[src/rtl/xmem_pkg.sv]
// xmem_pkg
// Shared definitions for the external-memory arbiter: the FSM state
// encoding, the data pattern returned to a master whose transfer was
// forcibly terminated, the stall-counter width and the round-robin tie-break.
// No ports (package).

package xmem_pkg;

  typedef enum logic [1:0] {
    ST_IDLE    = 2'd0,
    ST_BUSY    = 2'd1,
    ST_TOFLUSH = 2'd2
  } xmem_state_t;

  localparam int STALL_CNT_W = 16;

  // Read data handed back on a forced termination so software sees an
  // obviously bogus value.
  localparam logic [0:31] XMEM_FILL_ONES = 32'hFFFF_FFFF;

  // Winner selection out of IDLE.
  // - Both masters requesting: the one that did not own the bus last wins.
  // - Only one master requesting: that master wins.
  // - Neither requesting: result is don't-care (0); the caller doesn't grant.
  function automatic logic rr_pick(input logic cyc0, input logic cyc1,
                                   input logic last_owner);
    logic pick;
    if (cyc0 && cyc1) begin
      pick = ~last_owner;
    end else if (cyc1) begin
      pick = 1'b1;
    end else begin
      pick = 1'b0;
    end
    return pick;
  endfunction

endpackage

[src/rtl/xmem_arbiter.sv]
// xmem_arbiter
// Two-master, one-slave Wishbone-style arbiter in front of external memory.
// Master 0 is the service processor, master 1 the DMA/secondary master.
// The grant is locked for as long as the owner holds cyc, so multi-beat
// bursts are never split. A stalled slave is cut off after TIMEOUT_CYCLES
// un-acked strobe cycles: the owner gets a single ack carrying all-ones data,
// and a sticky flag records that this happened.
//
// Ports
//   clk, reset        : clock, synchronous active-high reset
//   m0_* / m1_*       : master request (adr, dat, we, sel, stb, cyc) and
//                       response (dat_o, ack_o)
//   s_*_o / s_dat_i,
//   s_ack_i           : slave request / response
//   owner             : grant holder, meaningful only while busy
//   busy              : a master holds the grant (BUSY or TOFLUSH)
//   timeout_flag      : sticky forced-termination indicator, cleared by reset
//
// TIMEOUT_CYCLES must lie in 2..65535 to fit the 16-bit stall counter.

module xmem_arbiter
  import xmem_pkg::*;
#(
  parameter int TIMEOUT_CYCLES = 1024
) (
  input  logic        clk,
  input  logic        reset,

  input  logic [2:31] m0_adr_i,
  input  logic [0:31] m0_dat_i,
  input  logic        m0_we_i,
  input  logic [0:3]  m0_sel_i,
  input  logic        m0_stb_i,
  input  logic        m0_cyc_i,
  output logic [0:31] m0_dat_o,
  output logic        m0_ack_o,

  input  logic [2:31] m1_adr_i,
  input  logic [0:31] m1_dat_i,
  input  logic        m1_we_i,
  input  logic [0:3]  m1_sel_i,
  input  logic        m1_stb_i,
  input  logic        m1_cyc_i,
  output logic [0:31] m1_dat_o,
  output logic        m1_ack_o,

  output logic [2:31] s_adr_o,
  output logic [0:31] s_dat_o,
  output logic        s_we_o,
  output logic [0:3]  s_sel_o,
  output logic        s_stb_o,
  output logic        s_cyc_o,
  input  logic [0:31] s_dat_i,
  input  logic        s_ack_i,

  output logic        owner,
  output logic        busy,
  output logic        timeout_flag
);

  localparam logic [STALL_CNT_W-1:0] STALL_LIMIT = STALL_CNT_W'(TIMEOUT_CYCLES - 1);

  xmem_state_t             state;
  logic                    owner_q;
  logic                    last_owner_q;
  logic [STALL_CNT_W-1:0]  stall_cnt;
  logic                    timeout_q;

  logic                    own_cyc;
  logic                    own_stb;

  // Owner's cyc/stb, used by the FSM to detect release and stalls.
  always_comb begin
    own_cyc = owner_q ? m1_cyc_i : m0_cyc_i;
    own_stb = owner_q ? m1_stb_i : m0_stb_i;
  end

  // Arbitration FSM.
  // Release (owner cyc low) is tested before the stall logic, so an aborted
  // strobe just ends the grant and no ack is produced. An ack in the same
  // cycle the counter hits its limit clears the counter, so the ack wins.
  always_ff @(posedge clk) begin
    if (reset) begin
      state        <= ST_IDLE;
      owner_q      <= 1'b0;
      last_owner_q <= 1'b1;
      stall_cnt    <= '0;
      timeout_q    <= 1'b0;
    end else begin
      case (state)
        ST_IDLE: begin
          stall_cnt <= '0;
          if (m0_cyc_i || m1_cyc_i) begin
            owner_q <= rr_pick(m0_cyc_i, m1_cyc_i, last_owner_q);
            state   <= ST_BUSY;
          end
        end

        ST_BUSY: begin
          if (!own_cyc) begin
            state        <= ST_IDLE;
            last_owner_q <= owner_q;
            stall_cnt    <= '0;
          end else if (s_ack_i || !own_stb) begin
            stall_cnt <= '0;
          end else if (stall_cnt == STALL_LIMIT) begin
            state     <= ST_TOFLUSH;
            timeout_q <= 1'b1;
            stall_cnt <= '0;
          end else begin
            stall_cnt <= stall_cnt + 1'b1;
          end
        end

        ST_TOFLUSH: begin
          state        <= ST_IDLE;
          last_owner_q <= owner_q;
          stall_cnt    <= '0;
        end

        default: begin
          state     <= ST_IDLE;
          stall_cnt <= '0;
        end
      endcase
    end
  end

  // Request/response steering. Everything defaults to zero, so IDLE exposes
  // no request to the slave and a slave ack outside BUSY goes nowhere.
  always_comb begin
    s_adr_o  = '0;
    s_dat_o  = '0;
    s_we_o   = 1'b0;
    s_sel_o  = '0;
    s_stb_o  = 1'b0;
    s_cyc_o  = 1'b0;
    m0_dat_o = '0;
    m0_ack_o = 1'b0;
    m1_dat_o = '0;
    m1_ack_o = 1'b0;

    case (state)
      ST_BUSY: begin
        if (owner_q) begin
          s_adr_o  = m1_adr_i;
          s_dat_o  = m1_dat_i;
          s_we_o   = m1_we_i;
          s_sel_o  = m1_sel_i;
          s_stb_o  = m1_stb_i;
          s_cyc_o  = m1_cyc_i;
          m1_dat_o = s_dat_i;
          m1_ack_o = s_ack_i;
        end else begin
          s_adr_o  = m0_adr_i;
          s_dat_o  = m0_dat_i;
          s_we_o   = m0_we_i;
          s_sel_o  = m0_sel_i;
          s_stb_o  = m0_stb_i;
          s_cyc_o  = m0_cyc_i;
          m0_dat_o = s_dat_i;
          m0_ack_o = s_ack_i;
        end
      end

      // Slave is already disconnected; the owner gets its terminating ack.
      ST_TOFLUSH: begin
        if (owner_q) begin
          m1_dat_o = XMEM_FILL_ONES;
          m1_ack_o = 1'b1;
        end else begin
          m0_dat_o = XMEM_FILL_ONES;
          m0_ack_o = 1'b1;
        end
      end

      default: begin
      end
    endcase
  end

  assign busy         = (state != ST_IDLE);
  assign owner        = owner_q;
  assign timeout_flag = timeout_q;

endmodule

[config.mk]
export PLATFORM = sky130hd
export DESIGN_NAME = xmem_arbiter
export DESIGN_NICKNAME = d
export VERILOG_FILES = /design/src/rtl/xmem_pkg.sv /design/src/rtl/xmem_arbiter.sv
export SDC_FILE = /design/constraint.sdc
export NUM_CORES = 1
export LEC_CHECK = 0
export ABC_AREA = 1
export CAP_MARGIN = 40
export CORE_AREA = 3 3 120 122
export DETAILED_ROUTE_END_ITERATION = 6
export DIE_AREA = 0 0 123 125
export PLACE_DENSITY = 0.64
export SYNTH_ARGS = -nofsm -noshare
export SYNTH_HDL_FRONTEND = slang
export SYNTH_SLANG_ARGS = --single-unit
[constraint.sdc]
create_clock -name clk -period 2.25 [get_ports clk]
set_input_delay 0.45 -clock clk [delete_from_list [all_inputs] [get_ports clk]]
set_output_delay 0.45 -clock clk [all_outputs]
set_load 0.05 [all_outputs]
==> results.tsv <==
metric	value	unit
maxCapViolations	0	
yosys.cell_count.top_type	nand2_1	
synth_area	2510	um^2
drt_iter0_drc	233	
synthesis.nets	568	
viasPerCell	4.86	
netlist_top_cells_count	93 x nand2_1, 76 x a21oi_1, 67 x a22o_1	
ys_async_sr_fraction	0	
p_leak	2.87	nW
syn_avg_cell_area	6.44	um^2
crit_required	1800	ps
grt_max_degree	37	
comb_power_share	0.769	
htreeDepth	1	
arrival	1770	ps
min_period_over_period	0.989	
worst-path-max-fanout	16	
die_y	125	um
grt_overflow	0	
synth_compound_area_frac	0.407	
synthAdderAreaFrac	0.0249	
grt_pass1_wl	25.9	mm
synth_top_family_by_area	compound AO/OA/AOI/OAI gates	
routabilityCongestion	0.949	
yosysSeqAreaShare	0.167	
ant_nets	0	
grt_pass1_vias	4120	
synth_top_area_share	0.234	
cts_sinks	21	
synth-simple-area-share	0.277	
clockBufferDepth	2	
hold_buffers	0	
synth_warnings	0	
cts_made_buffers	3	
pwr-share-clk	0.113	
fp.coreArea	13300	um^2
tightest_slew	497	ps
drt_wl_total	18.8	mm
io-pin-count	311	
tritoncts	done	
dp.cells	852	
drc_errors	0	
seq_power_share	0.118	
antenna_found_initial	3	
wl_per_cell	21.7	um
first_pass_iters	5	
synth_area_leaders	a22o_1 23%, dfxtp_1 17%, a21oi_1 15%, nand2_1 14%, buf_2 4.0%	
fin_nets	866	
yosys.area.top_type	a22o_1	
io_buffers	310	
syn_to_final_growth	209	%
hpwlAfterDp	14.4	mm
synth_seq_cells	21	
die_area	15400	um^2
setup_viol	0	
stdcell_count	864	
hold_viol	0	
final_max_slew_viol_count	0	
hold_path_class	reg2reg	
ys.flop_type	dfxtp_1	
swShare	0.446	
synth_cells	390	
start_kind	flop	
power.internal	0.00183	W
finalCriticalPeriod	2220	ps
fin_skew	4.10	ps
crit_type	reg2out	
start_util	0.189	
final_layout_size_suffix_gt1_frac	0.378	
root_buffer	clkbuf_16	
p_switching	0.00147	W
ys_types	31	
ir_worst_vdd	387	uV
setup-tns-final	0	ps
grt_use_total	0.220	
synth_xor_area_frac	0.0209	
die_width	123	um
clkSlewWorstSetupHoldPaths	60	ps
vias	4202	
cp-end-kind	output port	
synth-edff-count	0	
status	finished clean	
fmax	450	MHz
maxSlewHeadroom	0.668	
clkLatencyLatePin	260	ps
synth.area.mux_share	0	
powerDensity	426	nW/um^2
fp-row-count	42	
==> cells in the final DEF, fill, tap and decap left out, types with 12 or more instances in the layout <==
| cell | synthesis | layout |
|---|---|---|
| dfxtp_1 | 21 | 20 |
| nand2_1 | 93 | 92 |
| inv_1 | 20 | 15 |
| a22o_1 | 67 | 61 |
| nor2_1 | 15 | 15 |
| a21oi_2 | 2 | 61 |
| a21oi_1 | 76 | 16 |
| nand3_1 | 12 | 12 |
| buf_12 | 1 | 141 |
| clkdlybuf4s50_1 | 0 | 174 |
==> kinds of logic (layout without fill, tap and decap cells) <==
kind of cell,Yosys count,after routing
AO/OA/AOI/OAI,150,150
XOR/XNOR,6,6
adder cells (fa/ha/maj),5,5
buffers and inverters,57,354
flip-flops,21,21
other,0,1
AND/OR/NAND/NOR,151,151
==> timing repair <==
item | 4_1_cts | 5_1_grt
endpoints found under the setup margin | 105 | 132
cloned | 2 | 3
resized for setup | 31 | 32
buffers inserted | 1 | 1
pin swaps | 0 | 4
==> final timing paths <==
path | start | endpoint | slack [ps] | cells past startpoint
worst min register to register | stall_cnt[0] | stall_cnt[0] | 450 | 1
worst max register to register | owner | stall_cnt[9] | 390 | 9
worst min-delay path | stall_cnt[0] | stall_cnt[0] | 450 | 1
worst max-delay path | owner | s_adr_o[5] | 30 | 6
==> state kept, by name, summed over array words and instances, names as in the netlist <==
signal,cells
stall_cnt,16
owner,1
last_owner_q,1
state,2
timeout_flag,1
==> area by class of cell <==
type                    count  area, um^2
clock buffers               4        78.8
well taps                 176         220
repair buffers            328        4780
flip-flops and latches     21         422
inverters                  22        95.1
fillers                  1097        5550
diodes                      1        2.50
multi-input cells         312        2140
==> power by group through the flow <==
stage                     Clock, W  Combinational (W)  Sequential (W)
after global placement           0            0.00237        0.000394
final                     0.000374            0.00254        0.000389
after global routing      0.000407            0.00261        0.000389
after floorplan                  0            0.00107        0.000398
after detailed placement         0            0.00238        0.000395
after CTS                 0.000387            0.00246        0.000386
==> critical path: stages, from the launching register on <==
cell and delay, ps:
dfxtp_1 500, inv_2 90, nand2_1 130, clkinv_4 140, clkbuf_16 210, a22o_1 260, buf_12 170
==> stage by stage <==
stage	setup slack (ps)	total power, W	util	instance area (um^2)	hold slack (ps)
2_1_floorplan	-225	0.00146	-	2630	427
3_3_place_gp	183	0.00276	0.547	7270	436
3_5_place_dp	145	0.00278	0.547	7270	440
4_1_cts	-35.9	0.00323	0.567	7540	456
5_1_grt	-15.3	0.00341	0.582	7740	473
6_report	25.6	0.00330	0.583	7750	450
==> routing by layer <==
metal | vias up | track usage | share of wire
met5 | - | 0 | 0.0013
met4 | 4 | 0.0710 | 0.034
met3 | 41 | 0.0619 | 0.085
met2 | 196 | 0.398 | 0.51
met1 | 1988 | 0.246 | 0.37
li1 | 1973 | - | -
Note: power is estimated with default switching activity, not from simulation.
==> RTL edit 1: new RTL, same settings <==
`STALL_CNT_W`: 16 -> 18.
--- a/src/rtl/xmem_pkg.sv
+++ b/src/rtl/xmem_pkg.sv
@@ -14,3 +14,3 @@
 
-  localparam int STALL_CNT_W = 16;
+  localparam int STALL_CNT_W = 18;
 
Behaviour: no difference found for any inputs over 10 cycles, from zero or initial values and one cycle with reset high; that may be too few to reach the edited logic, so the function may still have changed.
==> RTL edit 1 against the original RTL <==
  * The flow now finishes with violations (setup timing)
  * Routed wire length up 10%
  * Sequential cell count up 2
  * Via count up 3.2%
  * Power up 1.9%
  * Largest cell class unchanged
  * Synthesized cell count up 5.9%
  * Non-clock buffer count up 3
  * Area after synthesis up 3.4%
  * Largest power group unchanged
  * Cell area up 3.7%
  * Worst setup slack worse by 0.034 ns
==> RTL edit 1: results (changes against the original RTL) <==
| Metric | Value |
|---|---|
| Share of cells above drive strength 1 | `0.388 (+0.00950)` |
| Routed vias/inst | `4.87 (+0.15%)` |
| Register area share after synthesis | `0.177 (+0.00994)` |
| Clk slew on worst S/H paths | `0.06 ns (about the same)` |
| Input/output buffers | `310 (unchanged)` |
| Via count | `4,335 (+3.2%)` |
| Fill count | `1,087 (-0.91%)` |
| Clock latency on the worst-skew pair | `0.26 ns (about the same)` |
| CTS Buf Count | `3 (unchanged)` |
| Maximum vdd drop | `526 µV (+36%)` |
| Outcome | `complete, but fails checks` |
| Nets | `892 (+3.0%)` |
| Syn Inst Count | `413 (+5.9%)` |
| Part of the power in registers | `0.125 (+0.007)` |
| Final WS setup | `-0.00856 ns (-0.0342 ns)` |
| GPL Wtd Cong | `0.908 (-4.4%)` |
| Setup violators final | `1 (+1)` |
| P_sw | `0.00150 W (+1.7%)` |
| Distinct cells, synth | `34 (+9.7%)` |
| Antenna diodes | `0 (-1)` |
| Leakage | `2.97 nW (+3.4%)` |
| First drt pass iteration count | `5 (unchanged)` |
| Top FF cell, synth | `dfxtp_1` |
| Syn_nets | `590 (+3.9%)` |
| Main area contributors after synthesis | `a22o_1 (23%), dfxtp_1 (18%), nand2_1 (15%)` |
| CTS H-tree depth | `1 (unchanged)` |
| Commonest cells in the netlist | `nand2_1 (102), a21oi_1 (74), a22o_1 (67)` |
| DRT Wirelength | `20.7 mm (+10%)` |
| GRT Overall Usage | `0.239 (+0.0186)` |
| Clock buffer depth | `2 (unchanged)` |
| Slew headroom | `0.660 (-0.00778)` |
| CTS root buf | `clkbuf_16` |
| Number of global-route vias before repair | `4,227 (+2.6%)` |
| Pin count of the biggest net entering global routing | `68 (+84%)` |
| Crit Path Max Fanout | `33 (+17)` |
| HP Class | `flop to flop` |
| Global-route wire length before repair | `27.6 mm (+6.3%)` |
| Drt initial violations | `277 (+19%)` |
| Initial antenna violation count | `8 (+5)` |
| Violated checks | `setup timing` |
| Setup slack, reg-to-reg | `0.66 ns (+0.27 ns)` |
| Yosys warnings | `0 (unchanged)` |
| Skew final | `0.00174 ns (-0.00235 ns)` |
| Final setup TNS | `-0.00856 ns (-0.00856 ns)` |
| Post-synth ARST share | `0 (unchanged)` |
| Arr. time, crit path | `1.81 ns (+0.04 ns)` |
| Dpl hpwl | `16.1 mm (+12%)` |
| Top flop regs | `stall_cnt: 18 flops, state: 2 flops` |
| DP Cell Count | `874 (+2.6%)` |
[RTL edit 1: area by class of cell]
cell class,count,area (µm²),area share
Multi-Input combinational cell,326,2260,0.282
Inverter,29,124,0.0154
Clock buffer,3,75.1,0.00935
Timing Repair inverter,1,6.26,0.000779
Clock inverter,1,5.00,0.000623
Sequential cell,23,462,0.0575
Tap cell,176,220,0.0274
Timing Repair Buffer,331,4880,0.607
[RTL edit 1: per-layer routing]
layer / routed length [µm] / vias up / track usage
met3: 3130 / 34 / 0.152
met4: 306 / 16 / 0.0215
met5: 98 / - / 0
met1: 8220 / 2012 / 0.300
li1: - / 2054 / -
met2: 8950 / 219 / 0.360
[RTL edit 1: what timing repair did]
action,4_1_cts,5_1_grt
setup endpoints to repair,57,131
gates resized for setup,49,48
cloned,1,11
buffers inserted,0,0
pin swaps,0,2
hold buffers,0,0
[RTL edit 1: cells by family after synthesis]
| logic type | Yosys count | share of synthesized area |
|---|---|---|
| AO/OA/AOI/OAI | 152 | 0.398 |
| XOR/XNOR | 4 | 0.0135 |
| adder cells (fa/ha/maj) | 4 | 0.0193 |
| buffers and inverters | 64 | 0.106 |
| flip-flops | 23 | 0.177 |
| AND/OR/NAND/NOR | 166 | 0.286 |
[RTL edit 1: power by group through the flow]
| stage | clock, W | sequential [W] | combinational [W] |
|---|---|---|---|
| global placement | 0 | 0.000429 | 0.00231 |
| CTS | 0.000392 | 0.000420 | 0.00240 |
| finish | 0.000389 | 0.000422 | 0.00255 |
| detailed placement | 0 | 0.000429 | 0.00231 |
| floorplan | 0 | 0.000432 | 0.00102 |
| global route | 0.000414 | 0.000423 | 0.00265 |
[RTL edit 1: worst paths after layout]
check / cells past startpoint / endpoint / start
worst max-delay path: 6 / m1_dat_o[31] / state[0]$_SDFFE_PP0P_
worst min-delay path: 1 / stall_cnt[0]$_SDFF_PP0_ / stall_cnt[0]$_SDFF_PP0_
worst max register to register: 6 / state[1]$_SDFFE_PP0P_ / state[0]$_SDFFE_PP0P_
worst min register to register: 1 / stall_cnt[0]$_SDFF_PP0_ / stall_cnt[0]$_SDFF_PP0_
[RTL edit 1: critical path: stages, from the launching register on]
cell and delay [ns]:
dfxtp_1 0.38, inv_1 0.10, ha_1 0.36, inv_4 0.08, clkbuf_16 0.24, a21oi_2 0.21, buf_12 0.17
[RTL edit 1: through the flow]
stage	hold WS, ns	setup slack [ns]	utilization	cell area [µm²]
final	0.459	-0.00856	0.604	8030
after global routing	0.494	-0.0736	0.604	8030
after detailed placement	0.449	0.169	0.549	7300
after global placement	0.436	0.206	0.549	7300
after CTS	0.465	-0.0439	0.572	7600
after floorplan	0.427	-0.188	-	2660
==> RTL edit 2: new RTL, same settings <==
Made on the original files. Re-encode `xmem_state_t` (3 states) as one-hot, 3 bits wide.
--- a/src/rtl/xmem_pkg.sv
+++ b/src/rtl/xmem_pkg.sv
@@ -8,6 +8,6 @@
 
-  typedef enum logic [1:0] {
-    ST_IDLE    = 2'd0,
-    ST_BUSY    = 2'd1,
-    ST_TOFLUSH = 2'd2
+  typedef enum logic [2:0] {
+    ST_IDLE    = 3'b001,
+    ST_BUSY    = 3'b010,
+    ST_TOFLUSH = 3'b100
   } xmem_state_t;
Function: same outputs for any inputs over 10 cycles, from zero or initial values and one cycle with reset high; not proved beyond that.
==> RTL edit 2 against the original RTL <==
  * Clock skew shrank 0.0028 ns
  * Utilization grew 7.7 points
  * Global-route usage is essentially flat
  * Area after synthesis grew 12%
  * Via count grew 11%
  * Combinational power shrank 28%
  * Sequential cell count grew 1
  * Worst setup slack gained 0.0079 ns
  * Cell area grew 13%
  * Synthesized cell count grew 31%
  * Power shrank 21%
  * Routed wire length shrank 3.9%
  * Non-clock buffer count is the same
  * Critical path type unchanged
  * Critical endpoint is now s_adr_o[19]
  * Highest routed layer is now met4
==> RTL edit 2: results (changes against the original RTL) <==
| Metric | Value |
|---|---|
| Post-Place Setup Slack | `0.197 ns (+0.0525 ns)` |
| Nets | `974 (+12%)` |
| Worst Tran Pin Value | `0.512 ns (+0.0150 ns)` |
| Outcome | `complete, no violations` |
| Syn_nets | `685 (+21%)` |
| Xor and xnor area share after synthesis | `0.0187 (-0.00221)` |
| Register area share after synthesis | `0.157 (-0.0106)` |
| Met2 Routed Length | `9.28 mm (-3.3%)` |
| Resize count post-CTS | `4 (-87%)` |
| Finished Cell Area | `0.00876 mm² (+13%)` |
| Top routing layer in use | `met4` |
| Compound-Gate Fraction of Synth Area | `0.322 (-0.0844)` |
| Slowest library cell on the worst path | `dfxtp_4` |
| Maximum vdd drop | `274 µV (-29%)` |
| Drt initial violations | `249 (+6.9%)` |
| Syn Inst Count | `511 (+31%)` |
| Fill count | `1,049 (-4.4%)` |
| DR WL met3 | `1.85 mm (+15%)` |
| Number of global-route vias before repair | `4,627 (+12%)` |
| GRT Overall Usage | `0.220 (about the same)` |
| Pin count of the biggest net entering global routing | `78 (+110%)` |
| Initial antenna violation count | `1 (-2)` |
| Top flop regs | `stall_cnt: 16 flops, state: 3 flops` |
| Routed vias/inst | `4.78 (-1.8%)` |
| Main area contributors after synthesis | `nand2_1 (24%), o31ai_1 (18%), dfxtp_1 (16%)` |
| Global-route wire length before repair | `26.8 mm (+3.3%)` |
| Commonest cells in the netlist | `nand2_1 (178), a21oi_1 (72), o31ai_1 (66)` |
| Wirelength per Cell | `18.5 µm (-15%)` |
| P_sw | `0.00117 W (-21%)` |
| Share of cells above drive strength 1 | `0.399 (+0.0208)` |
| Met1 WL | `6.41 mm (-7.3%)` |
| Distinct cells, synth | `30 (-3.2%)` |
-- RTL edit 2: logic make-up after synthesis --
family,after synthesis
fa+ha+maj,1
xor+xnor,6
simple gates,232
buf+inv,105
flops,22
compound gates,145
-- RTL edit 2: worst paths after layout --
check / startpoint / end / slack (ns) / cells after the start
min: stall_cnt[0]$_SDFF_PP0_ / stall_cnt[0]$_SDFF_PP0_ / 0.45 / 1
max reg2reg: owner$_SDFFE_PP0P_ / stall_cnt[3]$_SDFF_PP0_ / 0.56 / 9
min reg2reg: stall_cnt[0]$_SDFF_PP0_ / stall_cnt[0]$_SDFF_PP0_ / 0.45 / 1
max: owner$_SDFFE_PP0P_ / s_adr_o[19] / 0.03 / 4
-- RTL edit 2: worst reg2reg max path, stage by stage, from the launching register on --
cell and delay (ns):
dfxtp_4 0.41, buf_4 0.32, nand2_1 0.11, o21ai_2 0.08, nand2_2 0.11, clkinv_4 0.09, nand2_4 0.05, nor2_4 0.15
inv_2 0.16, a21oi_1 0.15
-- RTL edit 2: final cells by class --
type	count	share of cell area
Tap cell	176	0.0251
Timing Repair Buffer	328	0.540
Inverter	61	0.0281
Antenna cell	1	0.000286
Multi-Input combinational cell	384	0.347
Clock buffer	4	0.00899
Sequential cell	22	0.0507
-- RTL edit 2: metal layers --
metal	up-vias	track usage
met5	-	0
met4	0	0.0749
met3	32	0.0678
met2	229	0.395
met1	2146	0.242
li1	2254	-
-- RTL edit 2: power by group through the flow --
stage               registers [W]  logic, W  clock network, W
floorplan                0.000421  0.000901                 0
global placement         0.000418   0.00178                 0
global route             0.000412   0.00191          0.000413
CTS                      0.000411   0.00183          0.000389
detailed placement       0.000419   0.00180                 0
finish                   0.000411   0.00182          0.000385
